$ cat src/rtl/bus_request_sequencer_pkg.sv
// Shared types for the bus request sequencer: FSM states, queued command
// record and default sizing constants.
package bus_seq_pkg;

  localparam int CMD_ADDR_W  = 16;
  localparam int CMD_DATA_W  = 8;
  localparam int TIMEOUT_DEF = 12;

  typedef enum logic [1:0] {
    IDLE  = 2'd0,
    ISSUE = 2'd1,
    WAIT  = 2'd2,
    RESP  = 2'd3
  } seq_state_t;

  // Fields are sized for the widest supported bus; narrower buses zero-extend.
  typedef struct packed {
    logic                  read;
    logic [CMD_ADDR_W-1:0] addr;
    logic [CMD_DATA_W-1:0] wdata;
  } bus_cmd_t;

endpackage

$ cat src/rtl/bus_request_sequencer_fifo.sv
// Command FIFO for the bus request sequencer: DEPTH entries of bus_cmd_t,
// no bypass, head visible combinationally.
module bus_cmd_fifo
  import bus_seq_pkg::*;
#(
  parameter int DEPTH = 4
) (
  input  logic                         clock,
  input  logic                         resetN,
  input  logic                         push,
  input  bus_cmd_t                     push_data,
  input  logic                         pop,
  output bus_cmd_t                     head,
  output logic                         full,
  output logic                         empty,
  output logic [$clog2(DEPTH+1)-1:0]   count
);

  localparam int PTR_W = $clog2(DEPTH);
  localparam int CNT_W = $clog2(DEPTH+1);

  bus_cmd_t          mem [DEPTH];
  logic [PTR_W-1:0]  wr_ptr;
  logic [PTR_W-1:0]  rd_ptr;
  logic              do_push;
  logic              do_pop;

  assign do_push = push && !full;
  assign do_pop  = pop && !empty;
  assign full    = (count == CNT_W'(DEPTH));
  assign empty   = (count == '0);
  assign head    = mem[rd_ptr];

  // Pointers wrap naturally because DEPTH is a power of two.
  always_ff @(posedge clock or negedge resetN) begin
    if (!resetN) begin
      wr_ptr <= '0;
      rd_ptr <= '0;
      count  <= '0;
    end else begin
      if (do_push) wr_ptr <= wr_ptr + 1'b1;
      if (do_pop)  rd_ptr <= rd_ptr + 1'b1;
      case ({do_push, do_pop})
        2'b10:   count <= count + 1'b1;
        2'b01:   count <= count - 1'b1;
        default: ;
      endcase
    end
  end

  always_ff @(posedge clock) begin
    if (do_push) mem[wr_ptr] <= push_data;
  end

endmodule

$ cat src/rtl/bus_request_sequencer.sv
// Serialises queued client read/write commands onto the simple-bus master
// request port, one at a time, with a per-access timeout.
module bus_request_sequencer
  import bus_seq_pkg::*;
#(
  parameter int DEPTH   = 4,
  parameter int ADDR_W  = CMD_ADDR_W,
  parameter int DATA_W  = CMD_DATA_W,
  parameter int TIMEOUT = TIMEOUT_DEF
) (
  input  logic              clock,
  input  logic              resetN,
  input  logic              cmd_valid,
  output logic              cmd_ready,
  input  logic              cmd_read,
  input  logic [ADDR_W-1:0] cmd_addr,
  input  logic [DATA_W-1:0] cmd_wdata,
  output logic              rsp_valid,
  output logic [DATA_W-1:0] rsp_rdata,
  output logic              rsp_error,
  output logic              m_access,
  output logic              m_read,
  output logic [ADDR_W-1:0] m_addr,
  output logic [DATA_W-1:0] m_wdata,
  output logic              m_wdata_rdy,
  input  logic              m_done,
  input  logic [DATA_W-1:0] m_rdata
);

  localparam int CNT_W = $clog2(DEPTH+1);
  localparam int TMO_W = $clog2(TIMEOUT+1);

  seq_state_t        state;
  bus_cmd_t          cmd_in;
  bus_cmd_t          head;
  logic              full;
  logic              empty;
  logic [CNT_W-1:0]  count;
  logic [TMO_W-1:0]  tmo_cnt;
  logic              err_q;
  logic [DATA_W-1:0] rdata_q;

  assign cmd_in = '{read:  cmd_read,
                    addr:  CMD_ADDR_W'(cmd_addr),
                    wdata: CMD_DATA_W'(cmd_wdata)};

  bus_cmd_fifo #(.DEPTH(DEPTH)) u_fifo (
    .clock     (clock),
    .resetN    (resetN),
    .push      (cmd_valid && cmd_ready),
    .push_data (cmd_in),
    .pop       ((state == RESP) && !empty),
    .head      (head),
    .full      (full),
    .empty     (empty),
    .count     (count)
  );

  assign cmd_ready   = !full;
  assign m_access    = (state == ISSUE);
  assign m_wdata_rdy = ((state == ISSUE) || (state == WAIT)) && !m_read;
  assign rsp_valid   = (state == RESP);
  assign rsp_error   = rsp_valid && err_q;
  assign rsp_rdata   = rsp_valid ? rdata_q : '0;

  // The head is latched on leaving IDLE so the master sees a stable request
  // until the response pops it.
  always_ff @(posedge clock or negedge resetN) begin
    if (!resetN) begin
      state   <= IDLE;
      tmo_cnt <= '0;
      err_q   <= 1'b0;
      m_read  <= 1'b0;
      m_addr  <= '0;
      m_wdata <= '0;
    end else begin
      case (state)
        IDLE: begin
          if (count != '0) begin
            state   <= ISSUE;
            m_read  <= head.read;
            m_addr  <= ADDR_W'(head.addr);
            m_wdata <= DATA_W'(head.wdata);
          end
        end
        ISSUE: begin
          state   <= WAIT;
          tmo_cnt <= '0;
        end
        WAIT: begin
          if (m_done) begin
            err_q <= 1'b0;
            state <= RESP;
          end else if (tmo_cnt == TMO_W'(TIMEOUT-1)) begin
            err_q <= 1'b1;
            state <= RESP;
          end else begin
            tmo_cnt <= tmo_cnt + 1'b1;
          end
        end
        RESP:    state <= IDLE;
        default: state <= IDLE;
      endcase
    end
  end

  // Only ever observed through rsp_rdata while in RESP, after a WAIT load.
  always_ff @(posedge clock) begin
    if (state == WAIT) begin
      if (m_done)
        rdata_q <= m_read ? m_rdata : '0;
      else if (tmo_cnt == TMO_W'(TIMEOUT-1))
        rdata_q <= '0;
    end
  end

endmodule

$ cat config.mk
export PLATFORM = sky130hd
export DESIGN_NAME = bus_request_sequencer
export DESIGN_NICKNAME = d
export VERILOG_FILES = /design/src/rtl/bus_request_sequencer_pkg.sv /design/src/rtl/bus_request_sequencer_fifo.sv /design/src/rtl/bus_request_sequencer.sv
export SDC_FILE = /design/constraint.sdc
export NUM_CORES = 1
export LEC_CHECK = 0
export CAP_MARGIN = 10
export CORE_MARGIN = 5
export CORE_UTILIZATION = 40
export DETAILED_ROUTE_END_ITERATION = 16
export PLACE_DENSITY = 0.67
export SLEW_MARGIN = 20
export SYNTH_ARGS = -nofsm -noshare
export SYNTH_HDL_FRONTEND = slang
export SYNTH_SLANG_ARGS = --single-unit
$ cat constraint.sdc
create_clock -name clock -period 6.1 [get_ports clock]
set_input_delay 0.61 -clock clock [delete_from_list [all_inputs] [get_ports clock]]
set_output_delay 0.61 -clock clock [all_outputs]
set_load 0.03 [all_outputs]
==> results of run 1 <==
critical path: stages (launching register included):
cell,delay [ns]
sky130_fd_sc_hd__dfrtp_1,0.40
sky130_fd_sc_hd__inv_1,0.10
sky130_fd_sc_hd__ha_1,0.46
sky130_fd_sc_hd__nor2b_1,0.17
sky130_fd_sc_hd__clkdlybuf4s50_1,0.67
cell families after synthesis:
group / count (synthesis)
compound gates: 10
xor+xnor: 6
fa+ha+maj: 12
buf+inv: 23
flops: 147
mux: 55
simple gates: 42
layout by cell type (no fill, tap or decap), types with 2 or more instances in the layout:
cell type,instances
sky130_fd_sc_hd__a311o_1,2
sky130_fd_sc_hd__and2_1,9
sky130_fd_sc_hd__and3_1,8
sky130_fd_sc_hd__and3_2,4
sky130_fd_sc_hd__buf_4,3
sky130_fd_sc_hd__bufinv_16,2
sky130_fd_sc_hd__clkbuf_1,4
sky130_fd_sc_hd__clkbuf_16,17
sky130_fd_sc_hd__clkdlybuf4s50_1,73
sky130_fd_sc_hd__clkinvlp_4,3
sky130_fd_sc_hd__dfrtp_1,38
sky130_fd_sc_hd__edfxtp_1,108
sky130_fd_sc_hd__ha_1,11
sky130_fd_sc_hd__inv_1,12
sky130_fd_sc_hd__inv_6,2
sky130_fd_sc_hd__mux2_2,26
sky130_fd_sc_hd__mux2i_1,3
sky130_fd_sc_hd__mux4_2,25
sky130_fd_sc_hd__nand2_1,3
sky130_fd_sc_hd__nand2b_1,2
sky130_fd_sc_hd__nor2b_1,4
sky130_fd_sc_hd__nor3_1,2
sky130_fd_sc_hd__o22ai_1,2
sky130_fd_sc_hd__xnor2_1,3
sky130_fd_sc_hd__xor2_1,3
registers in the layout, indices dropped and copies added, names as in the netlist:
name	flops
u_fifo.count	3
u_fifo.rd_ptr	2
rdata_q	8
u_fifo.mem	100
tmo_cnt	4
err_q	1
u_fifo.wr_ptr	2
state	2
m_addr	16
m_read	1
m_wdata	8
power by group through the flow:
stage | Sequential [mW] | Clock, mW | Combinational [mW]
6_report | 1.55 | 0.991 | 1.31
5_1_grt | 1.59 | 1.06 | 1.41
4_1_cts | 1.55 | 1.01 | 1.34
3_5_place_dp | 1.57 | 0 | 1.34
3_3_place_gp | 1.56 | 0 | 1.31
2_1_floorplan | 1.65 | 0 | 0.795
final cells by class:
cell class	instances	area, um^2
tap	184	230
clock buffer	22	454
timing repair buffer	76	753
multi-input combinational	125	1470
sequential	147	4220
clock inverter	8	105
fill	1171	7090
inverter	12	45.0
through the flow:
stage,util (%),area [um^2]
3_3_place_gp,46.8,6720
2_1_floorplan,-,5810
5_1_grt,50.7,7280
3_5_place_dp,46.8,6720
6_report,50.7,7280
4_1_cts,50.7,7280
final timing paths:
path	from	to	slack [ns]	depth (start not counted)
min in group clock	m_addr[2]	m_addr[2]	0.51	1
min	resetN	tmo_cnt[3]	0.18	1
min reg2reg	m_addr[2]	m_addr[2]	0.51	1
max	state[1]	m_wdata_rdy	3.27	4
max in group asynchronous	resetN	u_fifo.rd_ptr[0]	5.50	1
max reg2reg	u_fifo.count[1]	u_fifo.count[2]	3.88	9
metal layers:
layer	wire, um	vias up	track usage [%]
met1	4340	1477	16.4
met3	790	13	4.67
met4	153	0	5.63
met5	0	-	0
met2	5220	84	21.4
li1	-	1311	-
==> results list, run 1 <==
* Run status: completed
- The region available for standard cell placement spans 14400 um^2.
* Max H-tree Level: 4
* Setup clock skew after layout: 0.00762 ns
- STA classifies the critical path startpoint as a flop.
* Post-layout minimum cycle time: 2.83 ns
* Clock latency on the worst-skew pair: 0.42 ns
- Vias in the first global route: 3030
- The hold violation total from the final report came to 0.
* Post-synth EDFFs: 108
- After technology mapping, the gate count stands at 295.
- Router iterations before antenna repair: 4
- The clock passes through at most 2 buffers.
- Combinational Power Share: 34.1%
* Share of power burned in the clock network: 25.8%
* Endpoint type of the worst setup path: primary output
- Summing every instance area after synthesis gives 5810 um^2.
* Clock root buffer: sky130_fd_sc_hd__clkbuf_16
* Asr flop ratio synth: 26.5%
- Setup violations remaining at the end of the flow were counted as 0.
* Maximum number of pins on one net before global-route repair: 40
- Die span in y: 130 um
* Clock input transition at the sequential cells of the worst setup and hold paths: 0.06 ns
- Leading cell type by number of instances after synthesis: sky130_fd_sc_hd__edfxtp_1
- In this run the mean area of a mapped cell was 19.7 um^2.
- In this run the horizontal extent of the chip is 130 um.
* Wirelength, routed: 10500 um
* Static Leakage: 2.63 nW
* Pwr Total: 3.85 mW
- Area fraction in compound gates after synthesis: 1.53%
- Area of the die: 17000 um^2
- Buffers placed on the I/O ports in this run total 74.
- Clock tree from TritonCTS: yes
* Ys Warns: 0
- In this run the tightest slew margin relative to its limit is 38.3%.
- Average wire length per cell after detail routing: 18.3 um
* Distinct cell type count of the synthesized netlist: 40
* Synth-to-Final Area Change: 25.4%
- For this design the top-level I/O count stands at 75.
* GRT Overall Usage: 13.3%
- Setup CP Type: reg -> out
- Max-cap violations: 0
- Once the floorplan was initialized, standard cells occupied 40.4% of the core.
- Summed over its instances, the top area cell type makes up 55.9% of the synthesized netlist area.
- Number of gates resized after CTS: 0
* Dominant cell type by area after synthesis: sky130_fd_sc_hd__edfxtp_1
- For this block, the via count after detailed routing is 2885.
- The max-slew violation count was 0.
- Syn_nets: 344
* Fraction of the mapped netlist area in simple logic gates: 4.70%
- For the final routed database, the setup TNS stands at 0 ns.
- NumNets Final: 428
* Ratio of total power to cell area: 529 nW/um^2
* Number of standard cells in the layout, taps in and fillers out: 574
- Post-synthesis share of cell area spent on xor and xnor gates: 0.905%
* Number of sinks on the clock net: 147
- Setup repair after global routing left no endpoint under its margin.
- In the final layout, the share of cells above drive strength 1 is 23.3%.
- Sequential power share: 40.2%
- Internal power comes to 2.63 mW.
* Critical path data arrival time: 2.22 ns
- Portion of netlist area occupied by mux cells: 15.5%
- Number of nets with antenna violations after detailed routing: 0
- Detailed placement ended at an HPWL of 6340 um.
* FF+latch count, synth: 147
- After detailed routing, the number of remaining DRC violations is 0.
- For this run, the leading register cell type out of synthesis is sky130_fd_sc_hd__edfxtp_1.
- In this run the post-CTS setup repair buffer count came out at 0.
- DP Worst Slack: 3.72 ns
- The worst path meets setup with 3.27 ns of slack.
- Initial antenna violation count: 0
- In this run, the number of DRC markers left after iteration 0 of detailed routing was 150.
* First-pass GRT wire length: 16500 um
- After floorplanning, the core was divided into 44 placement rows.
- In this run switching power makes up 31.7% of total power.
- Worst hold slack across all endpoints: 0.178 ns
- By area, the combinational part of the netlist is dominated by multiplexers.
- Post-route clock period utilization: 46.4%
- Biggest area contributors in the synthesized netlist: sky130_fd_sc_hd__edfxtp_1 (56%), sky130_fd_sc_hd__dfrtp_1 (17%), sky130_fd_sc_hd__mux4_2 (9.7%), sky130_fd_sc_hd__mux2_2 (5.0%), sky130_fd_sc_hd__ha_1 (2.4%)
- Of all nets on the critical path, the largest fanout is 10.
- Number of clock buffers inserted by TritonCTS: 17
* Post-synthesis adder-cell area fraction: 2.71%
- For this run, the register share of the synthesized area comes to 72.7%.
- Crit path required time: 5.49 ns
- N_diodes: 0
- Summed over all layers, the global routing overflow is 0.
* Net switching power of the design: 1.22 mW
- Leading cell types by count after synthesis: sky130_fd_sc_hd__edfxtp_1 (108), sky130_fd_sc_hd__dfrtp_1 (39), sky130_fd_sc_hd__mux2_2 (26)
- Worst hold-check path type: in -> async
- Hold repair after CTS inserted 0 buffers.
* Slew at the pin closest to its max-slew limit: 0.925 ns
* Max IR drop VDD: 0.280 mV
- Detailed-route vias per instance: 5.03
- Timing would allow up to 353 MHz.
- Placer Congestion: 0.716
- In this run, placement finished with an instance count of 544.
(Power assumes the default switching activity.)
==> run 2, diff against run 1 <==
Clock period 6.1 ns to 2.9 ns, I/O delays scaled along.
==> run 2 against run 1 <==
  * Utilization grew 0.79 points
  * Sequential cell count is the same
  * Hold slack gained 0.24 ns
  * Cell count grew 0.87%
  * Combinational power grew 120%
==> results list, run 2 (synthesis gave the netlist of run 1 again) <==
- The worst ir drop on vdd is 0.674 mV (+140%).
- Ratio of total power to cell area: 1130 nW/um^2 (+110%)
- Clock tree from TritonCTS: yes
* Number of nets with antenna violations after detailed routing: 0 (unchanged)
- Max-cap violations: 0 (unchanged)
- The last weighted congestion value of the routability-driven placer was 0.725 (+1.2%).
- The critical path goes through inv_1 > ha_1 > nor2b_1 > clkdlybuf4s50_1.
- Max transition margin: 51.0% (+13 points)
- Largest registers: u_fifo.mem (100), m_addr (16)
- Static Leakage: 2.69 nW (+2.2%)
- The CTS buffer count was 17 (unchanged).
- The die height came to 130 um (unchanged).
* Grt ovf: 0 (unchanged)
- Core outline area: 14400 um^2 (unchanged)
- Register name with the most flops: u_fifo.mem
- Number of sinks on the clock net: 147 (unchanged)
* Most common library cell in the layout ignoring fill and taps: sky130_fd_sc_hd__edfxtp_1
- Area of the die: 17000 um^2 (unchanged)
- The aggregate negative setup slack came to 0 ns (unchanged).
- The top cell types in the final layout, fill and taps aside, are sky130_fd_sc_hd__edfxtp_1 (108), sky130_fd_sc_hd__clkdlybuf4s50_1 (73), sky130_fd_sc_hd__dfrtp_1 (38).
* Final-report max-slew violation count: 0 (unchanged)
- Crit path largest cell delay: 0.69 ns (+0.02 ns)
- The final cell utilization of the core was 51.5% (+0.79 points).
* Max Buffers Root-to-Sink: 2 (unchanged)
- Final HPWL DP: 6630 um (+4.6%)
- The data arrival time of the worst path came to 2.24 ns (+0.02 ns).
- The global-route usage over all layers is 13.4% (+0.058 points).
- N_diodes: 0 (unchanged)
* First-pass GRT wire length: 16500 um (+0.30%)
- Max H-tree Level: 4 (unchanged)
* Worst hold slack across all endpoints: 0.416 ns (+0.238 ns)
- Clock root buffer: sky130_fd_sc_hd__clkbuf_16
- The total vias in the final route was 2912 (+0.94%).
- The maximum net fanout on the critical path was 10 (unchanged).
- STA classifies the critical path endpoint as a primary output.
* Initial Utilization: 40.4% (unchanged)
- Number of flip-flops in the largest register: 100 (unchanged)
- Count of boundary I/O pins: 75 (unchanged)
* NumNets Final: 431 (+0.70%)
* Setup clock skew after layout: 0.0102 ns (+0.00259 ns)
* Synth-to-Final Area Change: 27.3%
- Row count: 44 (unchanged)
- Average wire length per cell after detail routing: 18.5 um (+0.95%)
- The via density per instance was 5.03 (about the same).
* Setup CP Type: reg -> out
- The slowest stage of the critical path belongs to the cell sky130_fd_sc_hd__clkdlybuf4s50_1.
* Layout cell share with drive strength beyond 1: 24.8% (+1.5 points)
- Fmax: 395 MHz
- The setup-violating endpoint count in the final report came to 0 (unchanged).
- The count of TritonRoute iterations in the first routing pass was 4 (unchanged).
* DRC errors left: 0 (unchanged)
* Clock input transition at the sequential cells of the worst setup and hold paths: 0.06 ns (about the same)
* Die width: 130 um (unchanged)
- Crit path required time: 2.61 ns (-2.88 ns)
- The placed instance count was 546 (+0.37%).
- Initial antenna violation count: 0 (unchanged)
* Run status: completed
- Worst hold-check path type: in -> async
- Post-layout minimum cycle time: 2.53 ns
- The maximum number of pins on one net before global-route repair is 40 (unchanged).
* Wirelength, routed: 10700 um (+1.8%)
* Count of routing violations after the opening detailed-route iteration: 140 (-6.7%)
- Clock latency on the worst-skew pair: 0.42 ns (about the same)
* Kind of launch point of the worst setup path: flop
* Number of standard cells in the layout, taps in and fillers out: 579 (+0.87%)
- Setup repair after global routing left no endpoint under its margin.
- Post-route clock period utilization: 87.4%
* Slew at the pin closest to its max-slew limit: 0.735 ns (-0.190 ns)
* Vias in the first global route: 3061 (+1.0%)
- The hold violation total from the final report was 0 (unchanged).
- The count of input and output buffers came to 74 (unchanged).
==> run 2: area by class of cell <==
cell class              count  area, um^2
flip-flops and latches    147        4220
repair buffers             79         791
clock buffers              20         457
well taps                 184         230
multi-input cells         125        1470
fillers                  1137        6970
inverters                  12        45.0
clock inverters            12         179
==> run 2: final timing paths <==
path / startpoint / end / slack (ns) / depth (start not counted)
max: state[1] / m_wdata_rdy / 0.37 / 4
min: resetN / state[0] / 0.42 / 2
max reg2reg: u_fifo.count[0] / u_fifo.count[2] / 0.68 / 9
min reg2reg: m_wdata[3] / m_wdata[3] / 0.50 / 1
max in group asynchronous: resetN / u_fifo.rd_ptr[0] / 2.07 / 2
min in group clock: cmd_wdata[2] / u_fifo.mem[2][2] / 0.49 / 1
==> run 2: through the flow <==
stage | area (um^2) | power, mW | setup WS [ns]
6_report | 7390 | 8.39 | 0.366
5_1_grt | 7390 | 8.82 | 0.280
4_1_cts | 7380 | 8.51 | 0.340
3_5_place_dp | 6750 | 6.17 | 0.679
3_3_place_gp | 6750 | 6.09 | 0.736
2_1_floorplan | 5810 | 5.15 | 0.712
==> run 2: critical path, delay by kind of cell, from the launching register on <==
family                     cells  cell delay [ns]
adders and majority gates      1             0.47
buffers and inverters          2             0.79
DFF                            1             0.38
and+or+nand+nor                1             0.19
==> run 2: timing repair <==
item | 4_1_cts | 5_1_grt
hold buffers | 0 | 1
setup endpoints to repair | 0 | 0
setup buffers | 0 | 0
hold endpoints to repair | 0 | 39
gates resized for setup | 0 | 0
==> run 2: power by group <==
group / total, mW / switching [mW] / leakage [nW] / internal [mW]
logic: 2.83 / 1.44 / 0.928 / 1.39
registers: 3.24 / 0.353 / 1.46 / 2.89
clock network: 2.32 / 0.834 / 0.303 / 1.49
==> run 2: metal layers <==
layer | vias up | global-route usage [%] | share of wire (%)
met4 | 0 | 4.78 | 1.4
met2 | 87 | 22.0 | 50
met5 | - | 0 | 0
met3 | 12 | 4.84 | 6.1
li1 | 1325 | - | -
met1 | 1488 | 16.3 | 42
